### config.mk
export PLATFORM = sky130hd
export DESIGN_NAME = noise_fill_ctrl
export DESIGN_NICKNAME = d
export VERILOG_FILES = /design/src/rtl/noise_pkg.sv /design/src/rtl/noise_lfsr_step.sv /design/src/rtl/noise_fill_ctrl.sv
export SDC_FILE = /design/constraint.sdc
export NUM_CORES = 1
export LEC_CHECK = 0
export ABC_AREA = 1
export CAP_MARGIN = 0
export CORE_UTILIZATION = 45
export CTS_BUF_LIST = sky130_fd_sc_hd__clkbuf_16
export CTS_CLUSTER_SIZE = 20
export DETAILED_ROUTE_END_ITERATION = 10
export DONT_BUFFER_PORTS = 1
export SLEW_MARGIN = 0
export SYNTH_ARGS = -nofsm -noshare
export SYNTH_HDL_FRONTEND = slang
export SYNTH_SLANG_ARGS = --single-unit
### constraint.sdc
create_clock -name clk -period 1.8 [get_ports clk]
set_clock_uncertainty 0.15 [all_clocks]
set_input_delay 0.45 -clock clk [delete_from_list [all_inputs] [get_ports clk]]
set_output_delay 0.45 -clock clk [all_outputs]
set_load 0.05 [all_outputs]
### src/rtl/noise_pkg.sv
// Shared constants and FSM encoding for the noise memory fill sequencer.
package noise_pkg;

   localparam int unsigned cBANKS     = 16;
   localparam int unsigned cADDR_BITS = 3;
   localparam logic [31:0] cSEED      = 32'hACE1_2468;
   localparam logic [31:0] cTAPS      = 32'h8020_0003;

   typedef enum logic [1:0] {
      ST_IDLE = 2'd0,
      ST_FILL = 2'd1,
      ST_DONE = 2'd2
   } state_t;

endpackage

### src/rtl/noise_lfsr_step.sv
// One right-shift Galois LFSR step; purely combinational.
module noise_lfsr_step #(
   parameter logic [31:0] pTAPS = noise_pkg::cTAPS
) (
   input  logic [31:0] i_state,
   output logic [31:0] o_next
);

   always_comb begin
      o_next = (i_state >> 1) ^ (i_state[0] ? pTAPS : '0);
   end

endmodule

### src/rtl/noise_fill_ctrl.sv
// Write-side sequencer: fills every address of the banked noise memories
// with successive LFSR states, then pulses done.
module noise_fill_ctrl
   import noise_pkg::*;
#(
   parameter int unsigned pBANKS     = cBANKS,
   parameter int unsigned pADDR_BITS = cADDR_BITS,
   parameter logic [31:0] pSEED      = cSEED,
   parameter logic [31:0] pTAPS      = cTAPS
) (
   input  logic                  clk,
   input  logic                  rst_n,
   input  logic                  I_start,
   input  logic [pBANKS-1:0]     I_bank_mask,
   input  logic                  I_hold,
   input  logic                  I_seed_load,
   input  logic [31:0]           I_seed,
   output logic                  O_busy,
   output logic                  O_done,
   output logic                  O_wr_en,
   output logic [pBANKS-1:0]     O_enable,
   output logic [pADDR_BITS-1:0] O_wr_addr,
   output logic [31:0]           O_lfsr_state
);

   state_t                  r_state;
   logic                    r_busy;
   logic                    r_done;
   logic                    r_wr_en;
   logic [pBANKS-1:0]       r_enable;
   logic [pADDR_BITS-1:0]   r_addr;
   logic [31:0]             r_lfsr;
   logic [31:0]             w_lfsr_next;
   logic [31:0]             w_seed;

   noise_lfsr_step #(.pTAPS(pTAPS)) u_step (
      .i_state (r_lfsr),
      .o_next  (w_lfsr_next)
   );

   assign w_seed = (I_seed == '0) ? pSEED : I_seed;

   // r_wr_en marks the cycle whose write is on the bus; address and LFSR
   // advance only at the end of such a cycle, so a hold freezes both.
   always_ff @(posedge clk or negedge rst_n) begin
      if (!rst_n) begin
         r_state  <= ST_IDLE;
         r_busy   <= 1'b0;
         r_done   <= 1'b0;
         r_wr_en  <= 1'b0;
         r_enable <= '0;
         r_addr   <= '0;
         r_lfsr   <= pSEED;
      end else begin
         case (r_state)
            ST_IDLE: begin
               if (I_seed_load)
                  r_lfsr <= w_seed;
               if (I_start) begin
                  r_busy <= 1'b1;
                  r_addr <= '0;
                  if (I_bank_mask != '0) begin
                     r_state  <= ST_FILL;
                     r_wr_en  <= 1'b1;
                     r_enable <= I_bank_mask;
                  end else begin
                     r_state <= ST_DONE;
                     r_done  <= 1'b1;
                  end
               end
            end
            ST_FILL: begin
               if (r_wr_en && (r_addr == '1)) begin
                  r_lfsr   <= w_lfsr_next;
                  r_addr   <= r_addr + 1'b1;
                  r_state  <= ST_DONE;
                  r_wr_en  <= 1'b0;
                  r_enable <= '0;
                  r_done   <= 1'b1;
               end else begin
                  if (r_wr_en) begin
                     r_lfsr <= w_lfsr_next;
                     r_addr <= r_addr + 1'b1;
                  end
                  r_wr_en <= ~I_hold;
               end
            end
            ST_DONE: begin
               r_state <= ST_IDLE;
               r_done  <= 1'b0;
               r_busy  <= 1'b0;
            end
            default: begin
               r_state  <= ST_IDLE;
               r_busy   <= 1'b0;
               r_done   <= 1'b0;
               r_wr_en  <= 1'b0;
               r_enable <= '0;
            end
         endcase
      end
   end

   assign O_busy       = r_busy;
   assign O_done       = r_done;
   assign O_wr_en      = r_wr_en;
   assign O_enable     = r_enable;
   assign O_wr_addr    = r_addr;
   assign O_lfsr_state = r_lfsr;

endmodule

==> impl_metrics.env, run 1 <==
export IMPL_grt_pass1_vias=2487
export IMPL_worstMarginPinSlew_ns=0.529
export IMPL_antenna_found_initial=0
export IMPL_routedWlPerCell_um=14.9
export IMPL_drt_iter0_markers=136
export IMPL_cts_made_buffers=5
export IMPL_path_class="flop to flop"
export IMPL_endpoint_kind="flop"
export IMPL_ys_types=25
export IMPL_cts_tree="built"
export IMPL_tns_ns=0
export IMPL_hold_viol=56
export IMPL_cts_path_max_buffers=2
export IMPL_netlist_top_cells_area="dfrtp_1, nand2_1, nor2_1"
export IMPL_whs_ns=-0.300
export IMPL_htree_levels=2
export IMPL_drive_gt1_share_pct=12.1
export IMPL_num_rows=29
export IMPL_synth_seq_cells=56
export IMPL_syn_area_per_cell_um2=7.27
export IMPL_vias=2616
export IMPL_wirelength_um=7420
export IMPL_multi_input_area_um2=1410
export IMPL_fill_cells=652
export IMPL_clock_fmax_ghz=0.612
export IMPL_maxSlewViolCount=0
export IMPL_ff_latch_area_um2=1420
export IMPL_fin_crit_ns=1.63
export IMPL_grt_usage_pct=21.7
export IMPL_drc=14
export IMPL_crit_fanout=10
export IMPL_netlist_area_leader_share_pct=35.5
export IMPL_syn_inst=417
export IMPL_synth_fp_nets=472
export IMPL_synth_seq_area_share_pct=46.8
export IMPL_syn2layout_area_growth_pct=8.46
export IMPL_finalSetupViolCount=0
export IMPL_path_clk_slew_ns=0.07
export IMPL_mostFrequentLayoutCells="nand2_1, nor2_1, dfrtp_1, a21oi_1, inv_1"
export IMPL_routed_via_density=5.25
export IMPL_mostFrequentLayoutCell="nand2_1"
export IMPL_die_area_um2=7070
export IMPL_hpwl_um=5080
export IMPL_io_pins=107
export IMPL_period_share_pct=90.7
export IMPL_drv_cap=0
export IMPL_grt_max_degree=57
export IMPL_gp_congestion=0.772
export IMPL_antenna_cells=0
export IMPL_ant_nets=0
export IMPL_cts_root_buf="clkbuf_16"
export IMPL_die_height_um=84.1
export IMPL_relSlewSlack_pct=64.8
export IMPL_io_buffers=0
export IMPL_fp_coreArea_um2=6420
export IMPL_status="complete, but fails checks"
export IMPL_crit_required_ns=1.88
export IMPL_first_pass_iters=7
export IMPL_grt_pass1_wl_um=12400
export IMPL_finalNetCount=475
export IMPL_cts_sinks=56
export IMPL_postCtsSetupBuffers=0
export IMPL_grt_overflow=0
export IMPL_die_x_um=84.1
export IMPL_cp_data_arrival_time_ns=1.71
export IMPL_start_util_pct=47.2
export IMPL_startpoint_type="flop"
export IMPL_rsz0062_at_grt="no"
export IMPL_synth_area_um2=3030
export IMPL_yosys_area_top_type="dfrtp_1"
export IMPL_worstSkewPairLatency_ns=0.29
export IMPL_synth_warning_count=0
export IMPL_violations="DRC, hold timing"
export IMPL_min_path_type="input port to async pin"
cells by family after synthesis:
family | after synthesis | share of synthesized area [%]
xor+xnor | 1 | 0.289
flops | 56 | 46.8
simple gates | 259 | 35.1
buf+inv | 44 | 7.51
fa+ha+maj | 2 | 0.825
compound gates | 55 | 9.53
layer usage:
layer  wire length, um  vias to the layer above  track usage, %
met2              3550                       93            34.8
met3               617                       11            6.13
li1                  -                     1326               -
met1              3140                     1186            28.4
met5                 0                        -               0
met4               121                        0            6.74
through the flow:
stage | util (%) | instance area, um^2 | hold slack, ns | std cells | setup WS [ns]
after global routing | 51.2 | 3290 | -0.313 | 498 | 0.0280
after detailed placement | 48.5 | 3120 | 0.00559 | 488 | 0.0684
after global placement | 48.5 | 3120 | 0.00564 | 488 | 0.0797
final | 51.2 | 3290 | -0.300 | 498 | 0.167
after floorplan | - | 3030 | 0.00441 | 417 | 0.00739
after CTS | 50.6 | 3250 | -0.306 | 496 | 0.0591
layout make-up:
type | instances | share of cell area (%)
sequential | 56 | 43.2
multi-input combinational | 318 | 42.9
clock buffer | 5 | 3.81
timing repair buffer | 14 | 3.58
inverter | 24 | 3.04
clock inverter | 3 | 0.342
tap | 77 | 2.93
timing repair inverter | 1 | 0.190
synthesized netlist by cell type, drive strengths merged:
master	number
xnor2	1
o21ai	18
ha	2
inv	24
nand2	128
or2	2
clkbuf	3
a21oi	35
nor2	103
dfrtp	43
a31oi	2
buf	17
nand4	17
nand3	9
dfstp	13
critical path, cell delays in order (launching register included):
cell,delay [ns]
dfrtp_2,0.41
ha_1,0.20
ha_1,0.18
nand2_1,0.10
nand2_2,0.09
nand2_4,0.13
inv_8,0.07
nand3_4,0.11
nand2_1,0.08
nand2_1,0.07
registers in the layout, indices dropped and copies added (netlist names):
name and cells:
O_busy 1, O_done 1, O_enable 16, O_lfsr_state 32, O_wr_addr 3, O_wr_en 1
r_state 2
what timing repair did:
| action | in CTS | in global routing |
|---|---|---|
| resized for setup | 0 | 5 |
| setup endpoints to repair | 0 | 16 |
| hold endpoints to repair | 56 | 56 |
path summary, 6_finish.rpt:
path                         startpoint          endpoint  slack, ns  depth (start not counted)
setup / recovery           O_wr_addr[0]       O_enable[3]       0.17                          9
hold / removal                    rst_n   O_lfsr_state[8]      -0.30                          0
setup reg to reg           O_wr_addr[0]       O_enable[3]       0.17                          9
hold reg to reg                 O_wr_en           O_wr_en       0.41                          2
max in group asynchronous         rst_n  O_lfsr_state[27]       1.61                          0
min in group clk             I_seed[14]  O_lfsr_state[14]       0.15                          2
Power of run 1 is not shown: default switching activity piles up to over one toggle a cycle in this logic, so the estimate is an artifact.
==> run 2: changes to the inputs <==
Settings changed: PLACE_DENSITY_LB_ADDON set to 0.12, REMOVE_ABC_BUFFERS set to 1.
==> impl_metrics.env, run 2 (synthesized netlist as in run 1, its figures left out) <==
export IMPL_status="complete, but fails checks"
export IMPL_violations="DRC, hold timing"
export IMPL_grt_pass1_wl_um=12000
export IMPL_mostFrequentLayoutCells="nand2_1, nor2_1, dfrtp_1, a21oi_1, inv_1"
export IMPL_grt_max_degree=57
export IMPL_drive_gt1_share_pct=11.4
export IMPL_routed_via_density=5.21
export IMPL_worstRegToRegCells=9
export IMPL_gp_congestion=0.767
export IMPL_endpoint_kind="flop"
export IMPL_fill_cells=641
export IMPL_crit_path_top_delay_cell="dfrtp_1"
export IMPL_start_util_pct=47.2
export IMPL_cts_root_buf="clkbuf_16"
export IMPL_cts_made_buffers=5
export IMPL_timing_rr_start="O_wr_addr[0]"
export IMPL_grt_overflow=0
export IMPL_io_buffers=0
export IMPL_vias=2588
export IMPL_crit_required_ns=1.82
export IMPL_drc=14
export IMPL_cp_depth=9
export IMPL_die_area_um2=7070
export IMPL_routedWlPerCell_um=14.4
export IMPL_io_pins=107
export IMPL_crit_family="simple AND/OR/NAND/NOR gates"
export IMPL_worstMarginPinSlew_ns=0.543
export IMPL_wirelength_um=7140
export IMPL_htree_levels=2
export IMPL_cpPeakStageDelay_ns=0.35
export IMPL_mostFrequentLayoutCell="nand2_1"
export IMPL_path_class="flop to flop"
export IMPL_postCtsSetupBuffers=0
export IMPL_met1_usage_pct=27.5
export IMPL_hold_viol=56
export IMPL_finalNetCount=474
export IMPL_whs_ns=-0.296
export IMPL_largest_reg_flops=32
export IMPL_relSlewSlack_pct=63.8
export IMPL_busiest_layer="met2"
export IMPL_finalSetupViolCount=0
export IMPL_fp_coreArea_um2=6420
export IMPL_syn2layout_area_growth_pct=7.55
export IMPL_die_height_um=84.1
export IMPL_critPathMostFrequentCell="nand2_1"
export IMPL_drt_iter0_markers=166
export IMPL_fin_crit_ns=1.63
export IMPL_cts_path_max_buffers=2
export IMPL_cp_data_arrival_time_ns=1.66
export IMPL_num_rows=29
export IMPL_design_area_um2=3260
export IMPL_cts_sinks=56
export IMPL_met2_usage_pct=34.5
export IMPL_first_pass_iters=8
export IMPL_antenna_cells=0
export IMPL_hpwl_um=5040
export IMPL_worstSkewPairLatency_ns=0.28
export IMPL_grt_usage_pct=21.0
export IMPL_drv_cap=0
export IMPL_cp_cell_sequence="ha_1, ha_1, nand2_1, nand2_1, nand2_2, inv_4, nand3_4, nand2_1, nand2_1"
export IMPL_die_x_um=84.1
export IMPL_ant_nets=0
export IMPL_maxSlewViolCount=0
export IMPL_antenna_found_initial=0
export IMPL_path_clk_slew_ns=0.07
export IMPL_cp_startpoint="O_wr_addr[0]"
export IMPL_min_path_type="input port to async pin"
export IMPL_cp_num_buf_inv=1
export IMPL_dpl_cell_area_um2=3120
export IMPL_rsz0062_at_grt="no"
export IMPL_cts_tree="built"
export IMPL_crit_fanout=16
export IMPL_final_util_pct=50.8
export IMPL_grt_pass1_vias=2518
export IMPL_clock_fmax_ghz=0.612
export IMPL_startpoint_type="flop"
export IMPL_period_share_pct=90.8
export IMPL_tns_ns=0
export IMPL_use_met3_pct=6.13
[run 2: cell count changes in the layout (fill, tap and decap cells not counted), sizes merged]
cell	previous run	this run
nand3	10	9
inv	27	26
buf	14	15
[run 2: per-layer routing]
| metal | share of wire, % | vias up |
|---|---|---|
| met1 | 44 | 1172 |
| li1 | - | 1323 |
| met4 | 0.74 | 0 |
| met2 | 47 | 89 |
| met3 | 7.9 | 4 |
| met5 | 0 | - |
[run 2: layout make-up]
cell class	instances	area (um^2)	share of cell area [%]
inverters	24	97.6	2.99
multi-input cells	317	1390	42.5
flip-flops and latches	56	1420	43.5
clock buffers	5	125	3.84
clock inverters	3	12.5	0.384
well taps	77	96.3	2.95
repair buffers	15	125	3.84
[run 2: metrics by stage]
stage | setup slack (ns) | instances
6_report | 0.166 | 497
4_1_cts | 0.146 | 497
5_1_grt | 0.0187 | 497
3_3_place_gp | 0.166 | 489
2_1_floorplan | -0.393 | 397
3_5_place_dp | 0.115 | 489
[run 2: worst paths after layout]
kind	to	slack [ns]
worst max-delay path	O_enable[7]	0.17
worst min-delay path	O_lfsr_state[24]	-0.30
worst max register to register	O_enable[7]	0.17
worst min register to register	O_wr_en	0.38
max in group asynchronous	O_lfsr_state[6]	1.61
min in group clk	O_lfsr_state[25]	0.15
[run 2: timing repair]
action                                 in CTS  in global routing
resized for setup                           0                  2
endpoints found under the hold margin      56                 56
setup endpoints to repair                   0                  1
Power of run 2 is left out for the same reason.
==> run 3: changes to the inputs <==
Settings changed: SYNTH_HIERARCHICAL set to 1.
==> impl_metrics.env, run 3 <==
export IMPL_status="complete, but fails checks"
export IMPL_violations="hold timing"
export IMPL_syn_area_per_cell_um2=7.18
export IMPL_drt_iter0_markers=136
export IMPL_crit_path_top_delay_cell="dfrtp_1"
export IMPL_vias=2623
export IMPL_finalSetupViolCount=0
export IMPL_synth_seq_area_share_pct=43.4
export IMPL_cpPeakStageDelay_ns=0.49
export IMPL_clock_fmax_ghz=0.603
export IMPL_ys_flop_type="dfrtp_1"
export IMPL_synth_area_um2=3270
export IMPL_largest_reg_flops=32
export IMPL_hold_viol=56
export IMPL_synth_top_family_by_area="simple AND/OR/NAND/NOR gates"
export IMPL_startpoint_type="flop"
export IMPL_drv_cap=0
export IMPL_drive_gt1_share_pct=10.7
export IMPL_worstRegToRegCells=6
export IMPL_synth_adder_area_share_pct=0.766
export IMPL_antenna_found_initial=0
export IMPL_synth_edff_count=0
export IMPL_hpwl_um=5220
export IMPL_fin_crit_ns=1.66
export IMPL_crit_fanout=19
export IMPL_cp_cell_sequence="nor2_4, nand2_1, nand2_2, buf_4, nor2_1, a21oi_1"
export IMPL_routedWlPerCell_um=14.4
export IMPL_synthMuxAreaShare_pct=0
export IMPL_crit_required_ns=1.85
export IMPL_io_pins=107
export IMPL_yosys_area_top_type="dfrtp_1"
export IMPL_whs_ns=-0.297
export IMPL_cp_num_buf_inv=1
export IMPL_die_height_um=87.2
export IMPL_routed_via_density=5.00
export IMPL_first_pass_iters=4
export IMPL_cp_data_arrival_time_ns=1.71
export IMPL_mostFrequentLayoutCell="nand2_1"
export IMPL_path_clk_slew_ns=0.07
export IMPL_antenna_cells=0
export IMPL_gp_congestion=0.768
export IMPL_synth_warning_count=6
export IMPL_cts_root_buf="clkbuf_16"
export IMPL_met1_usage_pct=26.5
export IMPL_mostFrequentLayoutCells="nand2_1, nor2_1, dfrtp_1, a21oi_1, inv_1"
export IMPL_synth_seq_cells=56
export IMPL_grt_pass1_wl_um=12100
export IMPL_die_area_um2=7600
export IMPL_min_path_type="input port to async pin"
export IMPL_crit_family="flip-flops"
export IMPL_maxSlewViolCount=0
export IMPL_relSlewSlack_pct=63.1
export IMPL_cts_path_max_buffers=2
export IMPL_use_met3_pct=5.88
export IMPL_async_flop_share_pct=100
export IMPL_syn2layout_area_growth_pct=1.72
export IMPL_rsz0062_at_grt="no"
export IMPL_cts_sinks=56
export IMPL_period_share_pct=92.2
export IMPL_wirelength_um=7540
export IMPL_met2_usage_pct=33.4
export IMPL_busiest_layer="met2"
export IMPL_finalNetCount=483
export IMPL_synth_xor_area_share_pct=0
export IMPL_cts_made_buffers=5
export IMPL_grt_usage_pct=20.3
export IMPL_netlist_area_leader_share_pct=32.9
export IMPL_die_x_um=87.2
export IMPL_reg2reg_to="O_lfsr_state[17]"
export IMPL_start_util_pct=47.3
export IMPL_ys_types=23
export IMPL_grt_pass1_vias=2513
export IMPL_timing_rr_start="r_state[1]"
export IMPL_path_class="flop to flop"
export IMPL_synth_most_common_cell="nand2_1"
export IMPL_ant_nets=0
export IMPL_fp_coreArea_um2=6910
export IMPL_worstSkewPairLatency_ns=0.28
export IMPL_syn_inst=455
export IMPL_io_buffers=0
export IMPL_postCtsSetupBuffers=0
export IMPL_netlist_top_cells_count="nand2_1, nor2_1, dfrtp_1, a21oi_1, buf_4"
export IMPL_grt_overflow=0
export IMPL_endpoint_kind="flop"
export IMPL_htree_levels=2
export IMPL_num_rows=30
export IMPL_fill_cells=733
export IMPL_drc=0
export IMPL_synth_compound_area_share_pct=8.27
export IMPL_netlist_top_cells_area="dfrtp_1, nand2_1, nor2_1"
export IMPL_rrSetupSlack_ns=0.14
export IMPL_worstMarginPinSlew_ns=0.553
export IMPL_synthSimpleGateAreaFrac_pct=33.6
export IMPL_grt_max_degree=57
export IMPL_cts_tree="built"
-- run 3: changes by cell type in the layout (fill, tap and decap cells not counted), sizes merged --
cell,change
nand3,-1
nand2,+9
a21oi,+3
buf,-2
o21ai,-2
or2,-2
xnor2,-1
inv,+5
a31oi,-2
nor2,+2
-- run 3: repair_timing --
item                                   CTS  global route
setup endpoints to repair                0            18
resized for setup                        0             3
endpoints found under the hold margin   56            56
-- run 3: kinds of logic after synthesis --
group / Yosys count
AO/OA/AOI/OAI: 54
AND/OR/NAND/NOR: 266
flip-flops: 56
adder cells (fa/ha/maj): 2
buffers and inverters: 77
-- run 3: layer usage --
layer  vias to the layer above  share of wire, %
met3                         6               8.3
met5                         -                 0
met4                         0              0.91
li1                       1342                 -
met1                      1191                44
met2                        84                47
-- run 3: worst max-delay path by stage --
| stage | cells past startpoint | endpoint | slack [ns] | start |
|---|---|---|---|---|
| 6_report | 6 | O_lfsr_state[17] | 0.14 | r_state[1] |
| 5_1_grt | 6 | O_lfsr_state[17] | 0.004 | r_state[1] |
| 4_1_cts | 9 | O_enable[13] | 0.07 | O_wr_addr[0] |
| 3_5_place_dp | 7 | O_enable[11] | 0.07 | I_bank_mask[1] |
| 3_3_place_gp | 7 | O_enable[15] | 0.09 | I_bank_mask[1] |
| 2_1_floorplan | 9 | O_enable[0] | -0.10 | O_wr_addr[0] |
-- run 3: layout make-up --
cell class                      instances  area (um^2)  share of cell area [%]
Sequential cell                        56         1420                    42.7
Clock buffer                            5          125                    3.77
Inverter                               29          119                    3.58
Timing Repair Buffer                   13          110                    3.31
Multi-Input combinational cell        323         1420                    42.7
Tap cell                               96          120                    3.61
Clock inverter                          3         12.5                   0.377
-- run 3: worst reg2reg max path: cells and delay by family, from the launching register on --
kind                   cells  cell delay [ns]
flip-flops                 1             0.49
AND/OR/NAND/NOR            4             0.51
buffers and inverters      1             0.26
AO/OA/AOI/OAI              1             0.16
-- run 3: metrics by stage --
step	TNS, ns	instances	utilization (%)	cell area, um^2	setup slack, ns
2_1_floorplan	-4.16	407	-	2930	-0.101
3_3_place_gp	0	516	45.7	3160	0.0930
3_5_place_dp	0	516	45.7	3160	0.0717
4_1_cts	0	524	47.7	3300	0.0707
5_1_grt	0	525	48.1	3320	0.00411
6_report	0	525	48.1	3320	0.140
Power of run 3 is left out for the same reason.
